**src/rtl/code_stream_decoder.sv**
```systemverilog
// Serial-to-nibble receiver: frames MSB-first bits into 4-bit words, decodes per
// latched mode (Gray/XS3/raw) and hands words out through a valid/ready register.
module code_stream_decoder #(
    parameter int unsigned ERR_CNT_W = 8
) (
    input  logic                 clk,
    input  logic                 rst,
    input  logic [1:0]           mode,
    input  logic                 sync,
    input  logic                 s_valid,
    input  logic                 s_bit,
    output logic                 s_ready,
    output logic                 m_valid,
    input  logic                 m_ready,
    output logic [3:0]           m_data,
    output logic                 m_err,
    output logic [ERR_CNT_W-1:0] err_cnt
);

    typedef enum logic [1:0] {
        ModeGray = 2'b00,
        ModeXs3  = 2'b01,
        ModeRaw  = 2'b10,
        ModeRsvd = 2'b11
    } mode_e;

    logic [3:0]           shift_q;
    logic [1:0]           bit_cnt_q;
    mode_e                mode_q;
    logic                 m_valid_q;
    logic [3:0]           m_data_q;
    logic                 m_err_q;
    logic [ERR_CNT_W-1:0] err_cnt_q;

    logic       accept;
    logic       complete;
    logic       drain;
    logic [3:0] word;
    logic [3:0] dec_data;
    logic       dec_err;

    // The 4th bit is held off only while an unconsumed word sits in the output register.
    assign s_ready  = (bit_cnt_q != 2'd3) || !m_valid_q || m_ready;
    assign accept   = s_valid && s_ready && !sync;
    assign complete = accept && (bit_cnt_q == 2'd3);
    assign drain    = m_valid_q && m_ready;
    assign word     = {shift_q[2:0], s_bit};

    always_comb begin
        dec_data = 4'd0;
        dec_err  = 1'b0;
        unique case (mode_q)
            ModeGray: begin
                dec_data[3] = word[3];
                for (int i = 2; i >= 0; i--) begin
                    dec_data[i] = dec_data[i+1] ^ word[i];
                end
            end
            ModeXs3: begin
                if (word >= 4'd3 && word <= 4'd12) begin
                    dec_data = word - 4'd3;
                end else begin
                    dec_err = 1'b1;
                end
            end
            ModeRaw:  dec_data = word;
            ModeRsvd: dec_err  = 1'b1;
            default:  dec_err  = 1'b1;
        endcase
    end

    always_ff @(posedge clk or posedge rst) begin
        if (rst) begin
            shift_q   <= 4'd0;
            bit_cnt_q <= 2'd0;
            mode_q    <= ModeGray;
        end else begin
            if (sync) begin
                bit_cnt_q <= 2'd0;
            end else if (accept) begin
                shift_q   <= word;
                bit_cnt_q <= bit_cnt_q + 2'd1;
                if (bit_cnt_q == 2'd0) begin
                    mode_q <= mode_e'(mode);
                end
            end
        end
    end

    always_ff @(posedge clk or posedge rst) begin
        if (rst) begin
            m_valid_q <= 1'b0;
            m_data_q  <= 4'd0;
            m_err_q   <= 1'b0;
        end else if (complete) begin
            m_valid_q <= 1'b1;
            m_data_q  <= dec_data;
            m_err_q   <= dec_err;
        end else if (drain) begin
            m_valid_q <= 1'b0;
        end
    end

    always_ff @(posedge clk or posedge rst) begin
        if (rst) begin
            err_cnt_q <= '0;
        end else if (drain && m_err_q && (err_cnt_q != '1)) begin
            err_cnt_q <= err_cnt_q + ERR_CNT_W'(1);
        end
    end

    assign m_valid = m_valid_q;
    assign m_data  = m_data_q;
    assign m_err   = m_err_q;
    assign err_cnt = err_cnt_q;

endmodule

```
**config.mk**
```make
export PLATFORM = sky130hd
export DESIGN_NAME = code_stream_decoder
export DESIGN_NICKNAME = d
export VERILOG_FILES = /design/src/rtl/code_stream_decoder.sv
export SDC_FILE = /design/constraint.sdc
export NUM_CORES = 1
export LEC_CHECK = 0
export ABC_AREA = 1
export CORE_UTILIZATION = 51
export DETAILED_ROUTE_END_ITERATION = 7
export GPL_TIMING_DRIVEN = 1
export PLACE_DENSITY = 0.78
export SYNTH_ARGS = -nofsm -noshare
export SYNTH_HDL_FRONTEND = slang
export SYNTH_SLANG_ARGS = --single-unit
```
**constraint.sdc**
```tcl
create_clock -name clk -period 1.85 [get_ports clk]
set_input_delay 0.2775 -clock clk [delete_from_list [all_inputs] [get_ports clk]]
set_output_delay 0.2775 -clock clk [all_outputs]
set_load 0.005 [all_outputs]
```
==> impl.org, run 1 <==
** Floorplanning
- Boundary Pins :: 23
- Die Width :: roughly 52 microns
- The initial utilization of the core area, before any placement, comes to 56.1%.
- The region available for standard cell placement spans between 2000 and 2500 sq um.
- In this run the core area contains 17 standard-cell rows.
- Full die area :: ~2700 sq um
- The die is approximately 52 microns tall.

** Final layout
- Measured on the finished design, the core utilization comes to just over 70%.
- Diode insertion count for antenna repair :: 0
- Cell Count, Final, Fillers Out :: approximately 230
- Layout overhead on the synthesized area :: 25.6%
- Fraction of final layout cells sized beyond drive strength 1 :: roughly 11%
- The final layout contains about 210 nets.
- Number of filler cells placed in the layout :: slightly below 200

** STA
- Final critical path time including I/O delays and setup :: between 1.5 and 2 ns
- Worst-case setup margin in the final layout :: approximately 0.04 ns
- Setup TNS :: 0 ns
- Final clock period utilization by the worst path :: 97.8%
- Worst slew slack as a fraction of its limit :: just over 80%
- Setup violations remaining at the end of the flow were counted as 0.
- Hold violation count in the final report :: 0
- Maximum frequency from static timing analysis :: 553 MHz
- Pin slew with the least headroom to its limit :: ~0.27 ns
- Slew Limit Fails :: 0
- Between clock sinks in the finished design, the worst skew comes to about 0.0056 ns.

** Route
- In the routed design, unresolved DRC markers number 0.
- Total Routed Length :: between 2 and 3 mm
- Number of vias after detailed routing :: about 1,100
- The first detailed-routing pass took 4 iterations.
- Detailed Route Iter0 Violations :: 28
- The count of nets left with antenna violations once routing finished came out at 0.
- In the routed layout, each cell is associated on average with a via count of 5.05.
- Routed length per placed instance :: around 11 microns

** Clock network
- Clock slew seen by the registers of the worst setup and hold paths :: about 0.12 ns
- Insertion delay of the later-clocked pin in the worst-skew pair :: approximately 0.30 ns
- Hold-fix buffers, CTS :: 0
- Number of clock buffers inserted by TritonCTS :: 3
- The tree is rooted in a clkbuf_4.
- CTS-repair resized insts :: 0
- TritonCTS built the clock tree.
- Deepest clock path buffer count :: 2
- In this run the number of H-tree levels came out at 1.
- CTS saw 21 sinks.

** Pwr
- The analysis attributes to cell leakage a power of approximately 0.85 nW.
- Registers are responsible for approximately half of the overall power.
- Of the total power, the share spent switching nets is between 30 and 40%.
- For this design the total switching power over the nets is ~350 uW.
- Of the total power, combinational logic draws between 20% and 30%.
- Clock network fraction of design power :: 20.5%
- Worst IR Drop VDD :: 0.473 mV
- P_int :: around 730 uW
- For this design the ratio of total power to cell area is slightly below 700 nW/um^2.

** Synthesis
- Summed over its instances, the top area cell type makes up between 40% and 50% of the synthesized netlist area.
- Per-instance average area after synthesis :: between 7 and 8 sq um
- By area the synthesized netlist is led by dfrtp_1 41%, nand2_1 19%, inv_1 7.1%, ha_1 6.9%, nand3_1 4.3%.
- For this run, the number of Yosys warnings is 0.
- By count the netlist is led by 64 x nand2_1, 24 x inv_1, 21 x dfrtp_1.
- Gate count after technology mapping :: approximately 170
- Cell with the most instances after synthesis :: nand2_1
- Counting every net in the synthesized netlist gives 181.
- Number of enable-type register cells in the synthesized netlist :: 0
- Post-synth ARST share :: between 90% and 100%
- The number of different library cells used by synthesis comes to 20.
- Part of the Yosys area used for sequential elements :: 41.1%
- In the synthesized netlist the dominant register cell turns out to be dfrtp_1.
- After synthesis the cells add up to 1280 sq um.
- The synthesized design spends more area on one cell type than any other, namely dfrtp_1.
- Synthesis inferred 21 register bits.

** Setup path
- For this design, the slowest cell found on the critical path is clkdlybuf4s50_1.
- Number of buffers and inverters on the critical path :: 1
- The worst setup path is captured at an output pin.
- Traced cell by cell, the critical path runs through ha_1, nand3_2, clkdlybuf4s50_1.
- Data on the critical path arrives at its endpoint at roughly 1.5 ns.
- Grouping stages by cell kind, the critical path spends the most delay in buffers and inverters.
- Worst path required time :: about 1.6 ns
- CP max stage delay :: 0.49 ns
- STA classifies the critical path startpoint as a flop.
- The worst setup path is of the flop to output pin kind.
- Crit-path max FO :: 2
- For flop-to-flop paths, the worst setup slack is ~0.38 ns.

** Global route
- The via count of the first global-routing pass is between 1,000 and 1,500.
- The initial antenna violation count was 0.
- Overflow left after global routing :: 0
- Entering global routing, the biggest net connects 22 pins.
- The first global-routing pass estimated between 4 and 5 mm of wire.
- Aggregate global-route resource usage :: between 20% and 30%

** Place
- Number of buffers inserted by port buffering :: 22
- Before CTS, the worst setup slack after placement is 0.132 ns.
- Routability-driven placement finished with a final weighted congestion of 0.881.
- Once detailed placement completed, the half-perimeter wirelength came to 1.97 mm.
- After detailed placement, the design holds a cell count of 217.

** Status
- Outcome :: complete, no violations

** Run
- Max Cap Violations :: 0

** Worst hold path
- The path class of the tightest hold or removal check is input port to async pin.
cell type report:
cell class                 instances  area, sq um  share of cell area [%]
multi-input combinational        118          648                    40.4
sequential                        21          526                    32.8
timing repair buffer              28          265                    16.5
inverter                          27          104                    6.47
tap                               28         35.0                    2.18
clock buffer                       4         26.3                    1.64
what timing repair did:
| item | in CTS | in global routing |
|---|---|---|
| cloned | 0 | 0 |
| buffers inserted | 3 | 2 |
| setup endpoints to repair | 1 | 1 |
tightest hold or removal path: cells and delay by family:
| kind | cells | cell delay (ns) |
|---|---|---|
| buf+inv | 3 | 0.72 |
routing by layer:
metal | share of wire (%) | wire [microns] | track usage, %
met1 | 43 | 1090 | 25.9
met2 | 53 | 1350 | 41.0
met5 | 0 | 0 | 0
met4 | 1.5 | 39 | 10.8
met3 | 3.0 | 78 | 2.63
state kept, by name, summed over array words and instances, names as in the netlist:
register   flops
m_valid        1
err_cnt        8
m_data         4
shift_q        3
bit_cnt_q      2
mode_q         2
m_err          1
power by group through the flow:
stage	clock network (mW)	registers, mW	logic, mW
6_report	0.221	0.547	0.310
5_1_grt	0.240	0.554	0.355
4_1_cts	0.234	0.546	0.305
3_5_place_dp	0	0.556	0.297
3_3_place_gp	0	0.555	0.283
2_1_floorplan	0	0.552	0.186
stage by stage:
step | hold slack [ns] | total power, mW | area (sq um)
2_1_floorplan | 0.254 | 0.738 | 1280
3_3_place_gp | 0.465 | 0.838 | 1540
3_5_place_dp | 0.469 | 0.853 | 1540
4_1_cts | 0.291 | 1.08 | 1590
5_1_grt | 0.326 | 1.15 | 1600
6_report | 0.290 | 1.08 | 1600
cells in the final DEF (no fill, tap or decap):
cell / synthesis / routed
dfrtp_1: 21 / 21
clkbuf_1: 0 / 1
xnor2_1: 5 / 5
inv_4: 1 / 1
ha_1: 7 / 7
clkbuf_4: 0 / 3
nand4_2: 1 / 1
nand3_4: 1 / 1
nand2_1: 64 / 64
nor2_2: 1 / 1
nand2_8: 1 / 1
nand3_2: 2 / 2
nand4_1: 1 / 1
a21oi_1: 2 / 2
nor2_1: 7 / 7
buf_4: 0 / 6
nand3_1: 11 / 11
inv_1: 24 / 24
clkdlybuf4s50_1: 0 / 22
nand3b_1: 1 / 1
nand2_4: 1 / 1
inv_2: 2 / 2
o21ai_0: 10 / 10
nor2_4: 3 / 3
worst paths after layout:
check | startpoint | end | cells past startpoint
worst max-delay path | bit_cnt_q[0]$_DFFE_PP0P_ | s_ready | 3
worst max register to register | shift_q[1]$_DFFE_PP0P_ | m_data[1]$_DFFE_PP0P_ | 10
worst min-delay path | rst | err_cnt[6]$_DFFE_PP0P_ | 3
max in group asynchronous | rst | m_data[2]$_DFFE_PP0P_ | 3
worst min register to register | m_data[2]$_DFFE_PP0P_ | m_data[2]$_DFFE_PP0P_ | 2
min in group clk | m_data[2]$_DFFE_PP0P_ | m_data[2]$_DFFE_PP0P_ | 2
kinds of logic after synthesis:
family                   count (synthesis)  synth area share [%]
adder cells (fa/ha/maj)                  7                  6.86
AO/OA/AOI/OAI                           12                  4.70
flip-flops                              21                  41.1
buffers and inverters                   27                  8.13
XOR/XNOR                                 5                  3.43
AND/OR/NAND/NOR                         94                  35.8
(Power assumes the default switching activity.)
==> run 2: changes to the inputs <==
--- a/config.mk
+++ b/config.mk
@@ -6,10 +6,12 @@
 export NUM_CORES = 1
 export LEC_CHECK = 0
 export ABC_AREA = 1
-export CORE_UTILIZATION = 51
+export CORE_UTILIZATION = 61
 export DETAILED_ROUTE_END_ITERATION = 7
+export DONT_BUFFER_PORTS = 1
 export GPL_TIMING_DRIVEN = 1
-export PLACE_DENSITY = 0.78
+export PLACE_DENSITY = 0.77
+export SKIP_LAST_GASP = 1
 export SYNTH_ARGS = -nofsm -noshare
 export SYNTH_HDL_FRONTEND = slang
 export SYNTH_SLANG_ARGS = --single-unit
==> run 2 against run 1 <==
Clock power about the same; total power is 6.7% lower; clock skew decreased by 0.0017 ns; count of clock-buffer cells in the layout did not move; utilization is 1.4 points lower; sequential power up 1%; combinational power down 26%; flip-flop and latch count did not move; cell area down 16%; worst hold slack got worse by 0.20 ns.
==> impl.org, run 2 (synthesis results as in run 1) <==
** Setup path
- Worst path top cell family by delay :: flip-flops
- CP max stage delay :: around 0.44 ns
- STA classifies the critical path endpoint as a flop.
- Slowest cell on the critical path :: dfrtp_1
- Crit path arrival time :: 1.66 ns
- Most frequent CP cell :: nand2_1
- Worst path required time :: a little over 2 ns
- CP startpoint kind :: flop
- The critical path is of the flop to flop type.
- Crit-path max FO :: 5
- Together, buffers and inverters on the worst path number 3.
- Traced cell by cell, the critical path runs through inv_1, ha_1, inv_1, nand2_1, nand3_1, nand2_1, inv_1, nand2_1, nand2_1, nand2_1.

** Global route
- Aggregate global-route resource usage :: 22.9%
- For this run the aggregate overflow at the end of global routing stands at 0.
- Entering global routing, the biggest net connects 22 pins.
- For this run, global-route usage on met3 was measured as around 4.5%.
- Global-route wire length before repair :: 3.53 mm
- The initial antenna violation count came to 0.
- Met1 GRT Util :: about a quarter
- Global routing consumed, on the met2 layer, roughly two fifths of the routing resources.
- Most used routing layer :: met2
- The via count of the first global-routing pass was ~900.

** Route
- Vias per std cell :: around 5.2
- After detailed routing, the average wire length per cell comes to 11.5 microns.
- DR DRC count :: 0
- Residual antenna-violating net count after detailed routing :: 0
- DRT Pass-1 Iters :: 4
- The routed design has between 2 and 2.5 mm of wire.
- The detailed router finished its first iteration with 5 violations.
- Across all layers, the routed design uses 1,026 vias.

** Floorplanning
- 23 I/O pins were placed.
- Full die area :: around 2300 sq um
- In this run the standard cell core region covers about 2000 sq um.
- Die extent in y :: ~48 microns
- The floorplan has 16 rows.
- Starting Density :: between 60% and 70%
- Measured along the x axis, the die boundary spans 47.8 microns.

** STA
- Static timing analysis puts the maximum clock frequency at 693 MHz.
- Post-route clock skew :: between 0.003 and 0.004 ns
- Setup TNS :: 0 ns
- After layout, the worst setup slack is approximately 0.41 ns.
- Pin slew with the least headroom to its limit :: about 0.28 ns
- Hold violation count in the final report :: 0
- In this run the tightest slew margin relative to its limit is between 80% and 90%.
- Final setup violation count :: 0
- The number of max-slew violations in the final report is 0.
- Final critical path time including I/O delays and setup :: between 1 and 1.5 ns
- Setup repair after global routing left no endpoint under its margin.
- Across all hold checks on the routed design, the worst slack comes to 0.0868 ns.
- Final clock period utilization by the worst path :: between 70 and 80%

** Final layout
- Leaving out fill and tap cells, the most frequent cell in the layout is nand2_1.
- Number of flip-flops in the largest register :: 8
- Counting the fill cells in the layout gives about 170.
- The repair_antennas step left the layout with diodes totalling 0.
- Fraction of final layout cells sized beyond drive strength 1 :: around 10%
- For this run, the number of standard cells in the final layout without fillers is a little under 200.
- For this run, the post-layout net count is between 150 and 200.
- Layout overhead on the synthesized area :: 6.07%
- Top library cells by usage in the layout, fill and taps aside :: 64 x nand2_1, 24 x inv_1, 21 x dfrtp_1

** Pwr
- Switching part of the total :: between 30% and 40%
- Registers are responsible for 55.0% of the overall power.
- P_int :: between 600 and 700 uW
- Summed over all nets, the switching power comes to between 300 and 400 uW.
- IR analysis of the VDD net gives a maximum drop of between 0.3 and 0.4 mV.
- Combinational group share of total power :: 22.8%
- The clock network burns between 20 and 25% of the power.
- In this run the static leakage power is roughly 0.75 nW.
- After layout, the design draws a total of 1.01 mW.
- For this design the ratio of total power to cell area is 742 nW/um^2.

** Place
- Number of cells in the design after placement :: just under 200
- Post-placement setup slack :: around 0.46 ns
- Number of buffers inserted by port buffering :: 0
- Routability-driven placement finished with a final weighted congestion of approximately 0.88.
- After legalization and detailed placement, the total HPWL measured about 1.7 mm.

** Clock network
- Counting along the longest clock path gives a buffer depth of 2.
- In this run the number of H-tree levels came out at 1.
- Cell chosen for the clock root :: clkbuf_4
- Clock tree from TritonCTS :: built
- Counting the buffers created by CTS gives 3.
- Post-CTS repair changed the size of 0 cells.
- Insertion delay of the later-clocked pin in the worst-skew pair :: a little over 0.3 ns
- # clock sinks :: 21
- Clock slew seen by the registers of the worst setup and hold paths :: around 0.12 ns

** Run
- Max-cap violations in this run came to 0.

** Status
- The flow ran to the end, and the final reports show no timing, DRC or antenna violations.

** Worst hold path
- The min-delay analysis places its worst path in the category input port to flop.
-- run 2: path summary, 6_finish.rpt --
check,from,to,slack [ns],cells after the start
setup reg to reg,shift_q[1]$_DFFE_PP0P_,m_data[1]$_DFFE_PP0P_,0.41,10
setup / recovery,shift_q[1]$_DFFE_PP0P_,m_data[1]$_DFFE_PP0P_,0.41,10
min in group asynchronous,rst,err_cnt[5]$_DFFE_PP0P_,0.43,3
hold / removal,mode[0],mode_q[0]$_DFFE_PP0P_,0.09,2
max in group asynchronous,rst,bit_cnt_q[0]$_DFFE_PP0P_,1.20,3
hold reg to reg,m_data[0]$_DFFE_PP0P_,m_data[0]$_DFFE_PP0P_,0.52,2
-- run 2: cell type report --
cell class	instances	area (sq um)	share of cell area (%)
multi-input combinational	118	648	47.8
sequential	21	526	38.8
inverter	27	104	7.66
tap	27	33.8	2.49
clock buffer	4	26.3	1.94
timing repair buffer	2	17.5	1.29
-- run 2: worst reg2reg max path, stage by stage (launching register included) --
cell and delay (ns):
dfrtp_1 0.44, inv_1 0.10, ha_1 0.34, inv_1 0.06
nand2_1 0.06, nand3_1 0.09, nand2_1 0.05, inv_1 0.04
nand2_1 0.05, nand2_1 0.06, nand2_1 0.05
-- run 2: repair_timing --
action	CTS	global route
hold endpoints to repair	21	0
hold buffers	1	0
setup buffers	0	0
-- run 2: through the flow --
step / utilization [%] / cell area, sq um
after floorplan: - / 1280
after global placement: 67.2 / 1320
after detailed placement: 67.2 / 1320
after CTS: 69.1 / 1360
after global routing: 69.1 / 1360
final: 69.1 / 1360
-- run 2: per-layer routing --
layer	share of wire, %	up-vias	wire, microns
li1	-	523	-
met1	43	480	992
met2	51	18	1160
met3	4.1	5	94
met4	1.8	0	42
met5	0	-	0
-- run 2: power by group through the flow --
stage          clock (mW)  combinational (mW)  sequential [mW]
4_1_cts             0.230               0.231            0.555
6_report            0.224               0.229            0.553
3_5_place_dp            0               0.226            0.563
3_3_place_gp            0               0.222            0.561
2_1_floorplan           0               0.186            0.552
5_1_grt             0.255               0.267            0.563
